File: src/rtl/mem_access_ctrl_pkg.sv
// rtl/mem_access_ctrl_pkg.sv - shared types, constants and address check for the data memory controller
package mem_ctrl_pkg;

  localparam int ADDR_W           = 32;
  localparam int DATA_W           = 32;
  localparam int WORD_BYTES       = 4;
  localparam int MAX_READ_LATENCY = 4;

  typedef enum logic [1:0] {
    IDLE  = 2'd0,
    ISSUE = 2'd1,
    WAIT  = 2'd2,
    RESP  = 2'd3
  } state_t;

  // Word address as seen by the RAM: byte address with the byte offset dropped.
  function automatic logic [ADDR_W-1:0] word_addr(input logic [ADDR_W-1:0] addr);
    return {2'b00, addr[ADDR_W-1:2]};
  endfunction

  // Misaligned, or beyond the implemented depth; the full 30-bit word address
  // is compared so high address bits never alias onto real RAM words.
  function automatic logic addr_err(input logic [ADDR_W-1:0] addr, input int depth_log2);
    logic [ADDR_W-1:0] word;
    word = word_addr(addr);
    return (addr[1:0] != 2'b00) || ((word >> depth_log2) != '0);
  endfunction

endpackage

File: src/rtl/mem_access_ctrl_if.sv
// rtl/mem_access_ctrl_if.sv - core-side request/response handshake bundle
interface mem_access_ctrl_if;
  import mem_ctrl_pkg::*;

  logic              req_valid;
  logic              req_ready;
  logic              req_write;
  logic [ADDR_W-1:0] req_addr;
  logic [DATA_W-1:0] req_wdata;
  logic              rsp_valid;
  logic              rsp_ready;
  logic [DATA_W-1:0] rsp_rdata;
  logic              rsp_write;
  logic              rsp_err;

  // Core memory stage: issues requests, consumes responses.
  modport master (
    output req_valid, req_write, req_addr, req_wdata, rsp_ready,
    input  req_ready, rsp_valid, rsp_rdata, rsp_write, rsp_err
  );

  // Controller: accepts requests, produces responses.
  modport slave (
    input  req_valid, req_write, req_addr, req_wdata, rsp_ready,
    output req_ready, rsp_valid, rsp_rdata, rsp_write, rsp_err
  );

endinterface

File: src/rtl/mem_access_ctrl.sv
// rtl/mem_access_ctrl.sv - single-outstanding load/store controller in front of the data block RAM
module mem_access_ctrl
  import mem_ctrl_pkg::*;
#(
  parameter int READ_LATENCY = 1,
  parameter int DEPTH_LOG2   = 10
) (
  input  logic              clk,
  input  logic              rst_n,
  mem_access_ctrl_if.slave  core,
  output logic              mem_we,
  output logic [ADDR_W-1:0] mem_addr,
  output logic [DATA_W-1:0] mem_wdata,
  input  logic [DATA_W-1:0] mem_rdata
);

  // Out-of-range parameter values are clamped so the 2-bit counter never wraps.
  localparam int LAT_CLAMP =
    (READ_LATENCY > MAX_READ_LATENCY) ? MAX_READ_LATENCY :
    (READ_LATENCY < 1)                ? 1 : READ_LATENCY;
  localparam logic [1:0] LAT_INIT = 2'(LAT_CLAMP - 1);

  state_t     state;
  logic [1:0] lat_cnt;
  logic       lat_write;

  // Request FSM: RAM port and response registers are all updated here so every
  // output comes straight from a flop.
  always_ff @(posedge clk) begin
    if (!rst_n) begin
      state          <= IDLE;
      lat_cnt        <= 2'd0;
      lat_write      <= 1'b0;
      core.req_ready <= 1'b1;
      core.rsp_valid <= 1'b0;
      core.rsp_rdata <= '0;
      core.rsp_write <= 1'b0;
      core.rsp_err   <= 1'b0;
      mem_we         <= 1'b0;
      mem_addr       <= '0;
      mem_wdata      <= '0;
    end else begin
      case (state)
        IDLE: begin
          if (core.req_valid) begin
            lat_write      <= core.req_write;
            core.req_ready <= 1'b0;
            if (addr_err(core.req_addr, DEPTH_LOG2)) begin
              // Rejected request: answer immediately, RAM port untouched.
              core.rsp_valid <= 1'b1;
              core.rsp_err   <= 1'b1;
              core.rsp_write <= core.req_write;
              core.rsp_rdata <= '0;
              state          <= RESP;
            end else begin
              // Present the access to the RAM during ISSUE.
              mem_we    <= core.req_write;
              mem_addr  <= word_addr(core.req_addr);
              mem_wdata <= core.req_wdata;
              state     <= ISSUE;
            end
          end
        end
        ISSUE: begin
          mem_we <= 1'b0;
          if (lat_write) begin
            core.rsp_valid <= 1'b1;
            core.rsp_err   <= 1'b0;
            core.rsp_write <= 1'b1;
            core.rsp_rdata <= '0;
            state          <= RESP;
          end else begin
            lat_cnt <= LAT_INIT;
            state   <= WAIT;
          end
        end
        WAIT: begin
          if (lat_cnt == 2'd0) begin
            core.rsp_valid <= 1'b1;
            core.rsp_err   <= 1'b0;
            core.rsp_write <= 1'b0;
            core.rsp_rdata <= mem_rdata;
            state          <= RESP;
          end else begin
            lat_cnt <= lat_cnt - 2'd1;
          end
        end
        RESP: begin
          // Response held until consumed; no same-cycle acceptance of the next request.
          if (core.rsp_ready) begin
            core.rsp_valid <= 1'b0;
            core.req_ready <= 1'b1;
            state          <= IDLE;
          end
        end
        default: state <= IDLE;
      endcase
    end
  end

endmodule

File: src/flat_wrapper.sv
// flat-port wrapper written by rule: the top's interface ports become plain ports
module mem_access_ctrl_flat import mem_ctrl_pkg::*;
#(
  parameter int READ_LATENCY = 1,
  parameter int DEPTH_LOG2   = 10
)
  (clk, rst_n, mem_we, mem_addr, mem_wdata, mem_rdata, core_req_valid, core_req_write, core_req_addr, core_req_wdata, core_rsp_ready, core_req_ready, core_rsp_valid, core_rsp_rdata, core_rsp_write, core_rsp_err);
  mem_access_ctrl_if core_i ();
  input  logic clk;
  input  logic rst_n;
  output logic mem_we;
  output logic [ADDR_W-1:0] mem_addr;
  output logic [DATA_W-1:0] mem_wdata;
  input  logic [DATA_W-1:0] mem_rdata;
  input wire logic [$bits(core_i.req_valid)-1:0] core_req_valid;
  input wire logic [$bits(core_i.req_write)-1:0] core_req_write;
  input wire logic [$bits(core_i.req_addr)-1:0] core_req_addr;
  input wire logic [$bits(core_i.req_wdata)-1:0] core_req_wdata;
  input wire logic [$bits(core_i.rsp_ready)-1:0] core_rsp_ready;
  output wire logic [$bits(core_i.req_ready)-1:0] core_req_ready;
  output wire logic [$bits(core_i.rsp_valid)-1:0] core_rsp_valid;
  output wire logic [$bits(core_i.rsp_rdata)-1:0] core_rsp_rdata;
  output wire logic [$bits(core_i.rsp_write)-1:0] core_rsp_write;
  output wire logic [$bits(core_i.rsp_err)-1:0] core_rsp_err;
  assign core_i.req_valid = core_req_valid;
  assign core_i.req_write = core_req_write;
  assign core_i.req_addr = core_req_addr;
  assign core_i.req_wdata = core_req_wdata;
  assign core_i.rsp_ready = core_rsp_ready;
  assign core_req_ready = core_i.req_ready;
  assign core_rsp_valid = core_i.rsp_valid;
  assign core_rsp_rdata = core_i.rsp_rdata;
  assign core_rsp_write = core_i.rsp_write;
  assign core_rsp_err = core_i.rsp_err;
  mem_access_ctrl #(.READ_LATENCY(READ_LATENCY), .DEPTH_LOG2(DEPTH_LOG2)) u_core (.clk(clk), .rst_n(rst_n), .core(core_i), .mem_we(mem_we), .mem_addr(mem_addr), .mem_wdata(mem_wdata), .mem_rdata(mem_rdata));
endmodule
File: config.mk
export PLATFORM = sky130hd
export DESIGN_NAME = mem_access_ctrl_flat
export DESIGN_NICKNAME = d
export VERILOG_FILES = /design/src/rtl/mem_access_ctrl_pkg.sv /design/src/rtl/mem_access_ctrl_if.sv /design/src/rtl/mem_access_ctrl.sv /design/src/flat_wrapper.sv
export SDC_FILE = /design/constraint.sdc
export NUM_CORES = 1
export LEC_CHECK = 0
export CAP_MARGIN = 20
export CORE_ASPECT_RATIO = 0.9
export CORE_UTILIZATION = 41
export DETAILED_ROUTE_END_ITERATION = 8
export GPL_TIMING_DRIVEN = 1
export PLACE_DENSITY = 0.85
export SYNTH_ARGS = -nofsm -noshare
export SYNTH_HDL_FRONTEND = slang
export SYNTH_SLANG_ARGS = --single-unit
export TNS_END_PERCENT = 20
File: constraint.sdc
create_clock -name clk -period 2.61 [get_ports clk]
set_clock_uncertainty 0.2 [all_clocks]
set_input_delay 0.522 -clock clk [delete_from_list [all_inputs] [get_ports clk]]
set_output_delay 0.522 -clock clk [all_outputs]
set_load 0.01 [all_outputs]
**Word-level counts from Yosys, hierarchy flattened**

Cells that the tools add are included.

- Bits in registers: 104
- Input port bits: 101
- Output and inout port bits: 101

- $add $sub $neg: 1
- Eq/ne operators: 11
- Muxes and demuxes: 32
- Bitwise logic cells: 1
- Reductions and logical operators: 17

Operators with widths:

| cell | number |
|---|---|
| 32-bit two-way mux | 4 |
| 32-bit case mux with 3 select lines | 1 |
| 32-bit nonzero test | 1 |
| 3-bit AND reduction | 5 |
| 1-bit two-way mux | 14 |
| 2-bit two-way mux | 6 |
| 2-bit != test (second input constant) | 5 |
| 5-bit AND reduction | 2 |
| 2-bit case mux with 4 select lines | 1 |
| 2-bit nonzero test | 4 |
| 2-bit by 1-bit != test with 1-bit output (second input constant) | 3 |
| 1-bit case mux with 3 select lines | 2 |
| 2-bit == test (second input constant) | 2 |
| 2-bit zero test | 2 |
| 1-bit case mux with 2 select lines | 2 |
| 1-bit case mux with 4 select lines | 1 |
| 2-bit case mux with 2 select lines | 1 |
| 3-bit nonzero test | 1 |
| 2-bit by 1-bit == test with 1-bit output (second input constant) | 1 |
| 2-bit AND reduction | 1 |
| 2-bit by 1-bit subtractor with 2-bit output (second input constant) | 1 |
| 1-bit logical OR | 1 |
| 1-bit inverter | 1 |

**Longest topological paths before layout**

- Depth in word-level cells: 5
- Mapped depth: 9
- Mapped depth without buffers: 6

**Least setup slack after synthesis**

OpenSTA, ideal clock, no wires.

- Kind: register to register
- Start: reg u_core.state[0]
- End: reg u_core.mem_we
- Library setup time: 0.072 ns
- Arrival: 1.720 ns
- Data required time: 2.338 ns
- Setup slack: 0.619 ns
- Cell stages (with the launch flop): 9
- Buffers on the path: 2
- Clock period less this slack: 1.991 ns
- Path through: dfxtp_1 inv_1 ha_1 nor4b_4 and4_1 and3_4 buf_12 buf_12 mux2i_1

- Longest elaborated chain between the ends: 3
- Elaborated cells between the ends (all ways): 7

RTL lines:

| item | line | RTL |
|---|---|---|
| start, declared | mem_access_ctrl.sv:23 | `state_t state;` |
| start signal, assigned | mem_access_ctrl.sv:31 | `state <= IDLE;` |
| start signal, assigned | mem_access_ctrl.sv:54 | `state <= RESP;` |
| start signal, assigned | mem_access_ctrl.sv:60 | `state <= ISSUE;` |
| 2-bit zero test / 2-bit by 1-bit == test with 1-bit output (equally long branches) | mem_access_ctrl.sv:43 | `case (state)` |
| 2-bit != test (no line) / 2-bit nonzero test (equally long branches) | - |  |
| 3-bit AND reduction (no line) | - |  |
| end signal, assigned | mem_access_ctrl.sv:57 | `mem_we <= core.req_write;` |
| end, declared | mem_access_ctrl.sv:11 | `output logic mem_we,` |

Several ways; a longest one is shown, not always the timed one.
A chain may end at the register's enable or synchronous reset.

**Worst setup path after layout**

- Start: reg u_core.state[0]
- End: reg u_core.core.rsp_rdata[11]

- Longest elaborated chain between the ends: 3
- Elaborated cells between the ends (all ways): 10

RTL lines:

| item | line | RTL |
|---|---|---|
| 2-bit by 1-bit == test with 1-bit output (tied with other cells) | mem_access_ctrl.sv:43 |  |
| 2-bit by 1-bit != test with 1-bit output (no line) (tied with other cells) | - |  |
| 5-bit AND reduction (no line) | - |  |
| end signal, assigned | mem_access_ctrl.sv:82 | `core.rsp_rdata <= mem_rdata;` |
| end, declared | mem_access_ctrl_if.sv:25 | `output req_ready, rsp_valid, rsp_rdata, rsp_write, rsp_err` |

Several ways; a longest one is shown, not always the timed one.

==> impl_results.md <==
- Detailed-route wire length: between 10 and 15 mm
- Number of standard cells after synthesis: 451
- RSZ-0062 raised after global routing: false
- Buffers on Ports: 199
- Finished Layout Cells: between 700 and 800
- Clock Latency Late Sink: about 0.33 ns
- Antenna-violating nets left: 0
- Synth Register Bits: 104
- Final period util: 0.887
- DP HPWL: roughly 8.1 mm
- Hold Path Class: register to register
- Hold-fix buffers at CTS: 0
- Crit path DAT: between 2 and 2.5 ns
- Core Region: slightly below 10000 µm²
- R2R depth: 7
- H-tree depth: 3
- Diode count: 0
- Pleak: ~2.5 nW
- Mean Syn Cell Area: between 9 and 10 µm²
- # rows: 34
- Status: complete, no violations
- DRT iter0 DRCs: 209
- Critical path class: register to register
- Max_cap viols: 0
- Total GRT Usage: 0.204
- Total power: between 4 and 5 mW
- Area fraction of the dominant cell type after synthesis: 0.490
- Post-synthesis cell type count: 32
- Vias per Instance: between 4 and 5
- Setup_tns: 0 ns
- Area Overhead vs Synth: 55.7%
- DP Area: approximately 6300 µm²
- Worst-path fanout max: 21
- Starting density of the core: 0.430
- CTS buffer count: 9
- Die H: approximately 99 µm
- Worst R2R End: u_core.core.rsp_rdata[11]$_SDFFE_PN0P_
- Grt ovf: 0
- Hold Path End: u_core.lat_cnt[1]$_SDFFE_PN0P_
- Share of cells above drive strength 1: 0.0485
- Largest cells by area after synthesis: dfxtp_1, mux2i_1, nand2_1, nand3_1, and3_1
- Worst setup margin: a little under 0.3 ns
- Chip width: 109 µm
- Final net count: between 700 and 800
- Required time of the critical path: between 2 and 3 ns
- Number of global-route vias before repair: around 3700
- Flop2flop setup slack: a little under 0.3 ns
- Die Footprint: around 11000 µm²
- Yosys warning count: 0
- Setup crit end kind: register
- Post-placement setup slack: 0.0506 ns
- Register area: about 2100 µm²
- CTS Buffer Depth: 2
- Post-CTS Setup Bufs: 0
- Final core occ: 0.670
- Antenna violations before repair: 0
- CTS resizes: 0
- Multi-input logic area: roughly 1900 µm²
- Root buf cell: clkbuf_16
- Dpl cells: 749
- Clock transition at path regs: roughly 0.070 ns
- Drt pass-1 iters: 4
- DR vias: roughly 3700
- Pwr/cell area: 703 nW/µm²
- RePlAce Congestion: 0.783
- Tmin final: approximately 2.3 ns
- Drt drc: 0
- TritonCTS clock tree: yes
- Slew Limit Fails: 0
- VDD IR-drop max: between 0.4 and 0.5 mV
- Worst r2r src: u_core.state[0]$_SDFFE_PN0P_
- Hold_ws: 0.252 ns
- Finish-stage setup viols: 0
- Seq/Total Area, Yosys: 0.490
- Worst Hold Depth: 2
- Largest net degree at the start of global routing: 86
- Hold_sp: u_core.lat_cnt[1]$_SDFFE_PN0P_
- CTS Sinks: 104
- Drt wl/cell: approximately 14 µm
- Filler cells: 805
- CP startpoint kind: register
- Fmax: ~430 MHz
- Area leader, netlist: dfxtp_1
- First-pass GRT wire length: ~17 mm
- Design area: approximately 6600 µm²
- Top-level port count: slightly above 200
- Mapped Area: approximately 4200 µm²
- Final Hold Fails: 0
synth_stat cells:
library cell,instances
ha_1,5
and4b_1,1
nor4_1,4
nand2b_1,5
or3b_2,1
nand3b_1,3
o21ai_0,2
mux2i_1,77
or2b_1,1
nand2_1,127
inv_1,5
buf_12,5
nor3_1,1
buf_4,3
conb_1,1
a21oi_1,7
nor4b_4,1
and2_1,1
dfxtp_1,104
mux2_2,1
o21ai_1,1
and4_1,1
o21bai_1,1
nand3_1,38
and3_1,20
nand4_1,2
o31ai_1,1
buf_1,1
and3_4,1
buf_6,3
clkbuf_1,25
o22ai_1,2
report_power, final:
group	internal [mW]	switching (mW)
Clock	0.851	0.605
Combinational	0.738	0.659
Sequential	1.72	0.0773
Total	3.31	1.34
worst max-delay path by stage:
stage,endpoint,slack [ns],start
after floorplan,u_core.mem_we$_SDFFE_PN0P_,0.62,u_core.state[0]$_SDFFE_PN0P_
after global placement,u_core.core.rsp_rdata[25]$_SDFFE_PN0P_,0.12,core_req_addr[22]
after detailed placement,u_core.core.rsp_rdata[11]$_SDFFE_PN0P_,0.05,core_req_addr[22]
after CTS,u_core.core.rsp_rdata[11]$_SDFFE_PN0P_,0.29,u_core.state[0]$_SDFFE_PN0P_
after global routing,u_core.core.rsp_rdata[11]$_SDFFE_PN0P_,0.17,u_core.state[0]$_SDFFE_PN0P_
final,u_core.core.rsp_rdata[11]$_SDFFE_PN0P_,0.30,u_core.state[0]$_SDFFE_PN0P_
cell families after synthesis:
family / synth area share
AOI/OAI and AO/OA: 0.0183
adders and majority gates: 0.0147
buffers and inverters: 0.0642
DFF: 0.490
muxes: 0.184
other: 0.000883
and+or+nand+nor: 0.227
layout make-up:
class,count,share of cell area
Timing Repair Buffer,208,0.321
Sequential cell,104,0.315
Multi-Input combinational cell,306,0.288
Clock buffer,9,0.0341
Tap cell,126,0.0239
Clock inverter,7,0.0151
Inverter,5,0.00284
per-layer routing:
metal | global-route usage | part of all wire
met5 | 0 | 0
met2 | 0.359 | 0.49
met4 | 0.0677 | 0.017
met1 | 0.245 | 0.43
met3 | 0.0410 | 0.061
flip-flops by register name, indices dropped and copies added (netlist names):
register	cells
u_core.state	2
u_core.mem_we	1
u_core.core.rsp_write	1
u_core.lat_cnt	2
u_core.lat_write	1
u_core.core.rsp_valid	1
u_core.core.req_ready	1
u_core.mem_wdata	32
u_core.core.rsp_err	1
u_core.mem_addr	30
u_core.core.rsp_rdata	32
cell usage in the layout, fill, tap and decap left out, types with 2 or more instances in the layout:
master           count
nand2_1            127
o21ai_0              2
inv_1                5
conb_1               2
nand3b_1             3
clkdlybuf4s50_1    198
a21oi_1              7
inv_6                3
dfxtp_1            104
nand2b_1             5
nand3_1             38
mux2i_1             77
buf_4                5
clkbuf_16            9
o22ai_1              2
ha_1                 5
buf_12               5
and3_1              20
bufinv_16            2
nor4_1               4
nand4_1              2
critical path: stages (launching register included):
cell,delay (ns)
dfxtp_1,0.35
inv_1,0.12
ha_1,0.32
nor4b_4,0.27
nand4_1,0.24
o21ai_4,0.29
buf_12,0.22
mux2i_1,0.22
(Power assumes the default switching activity.)
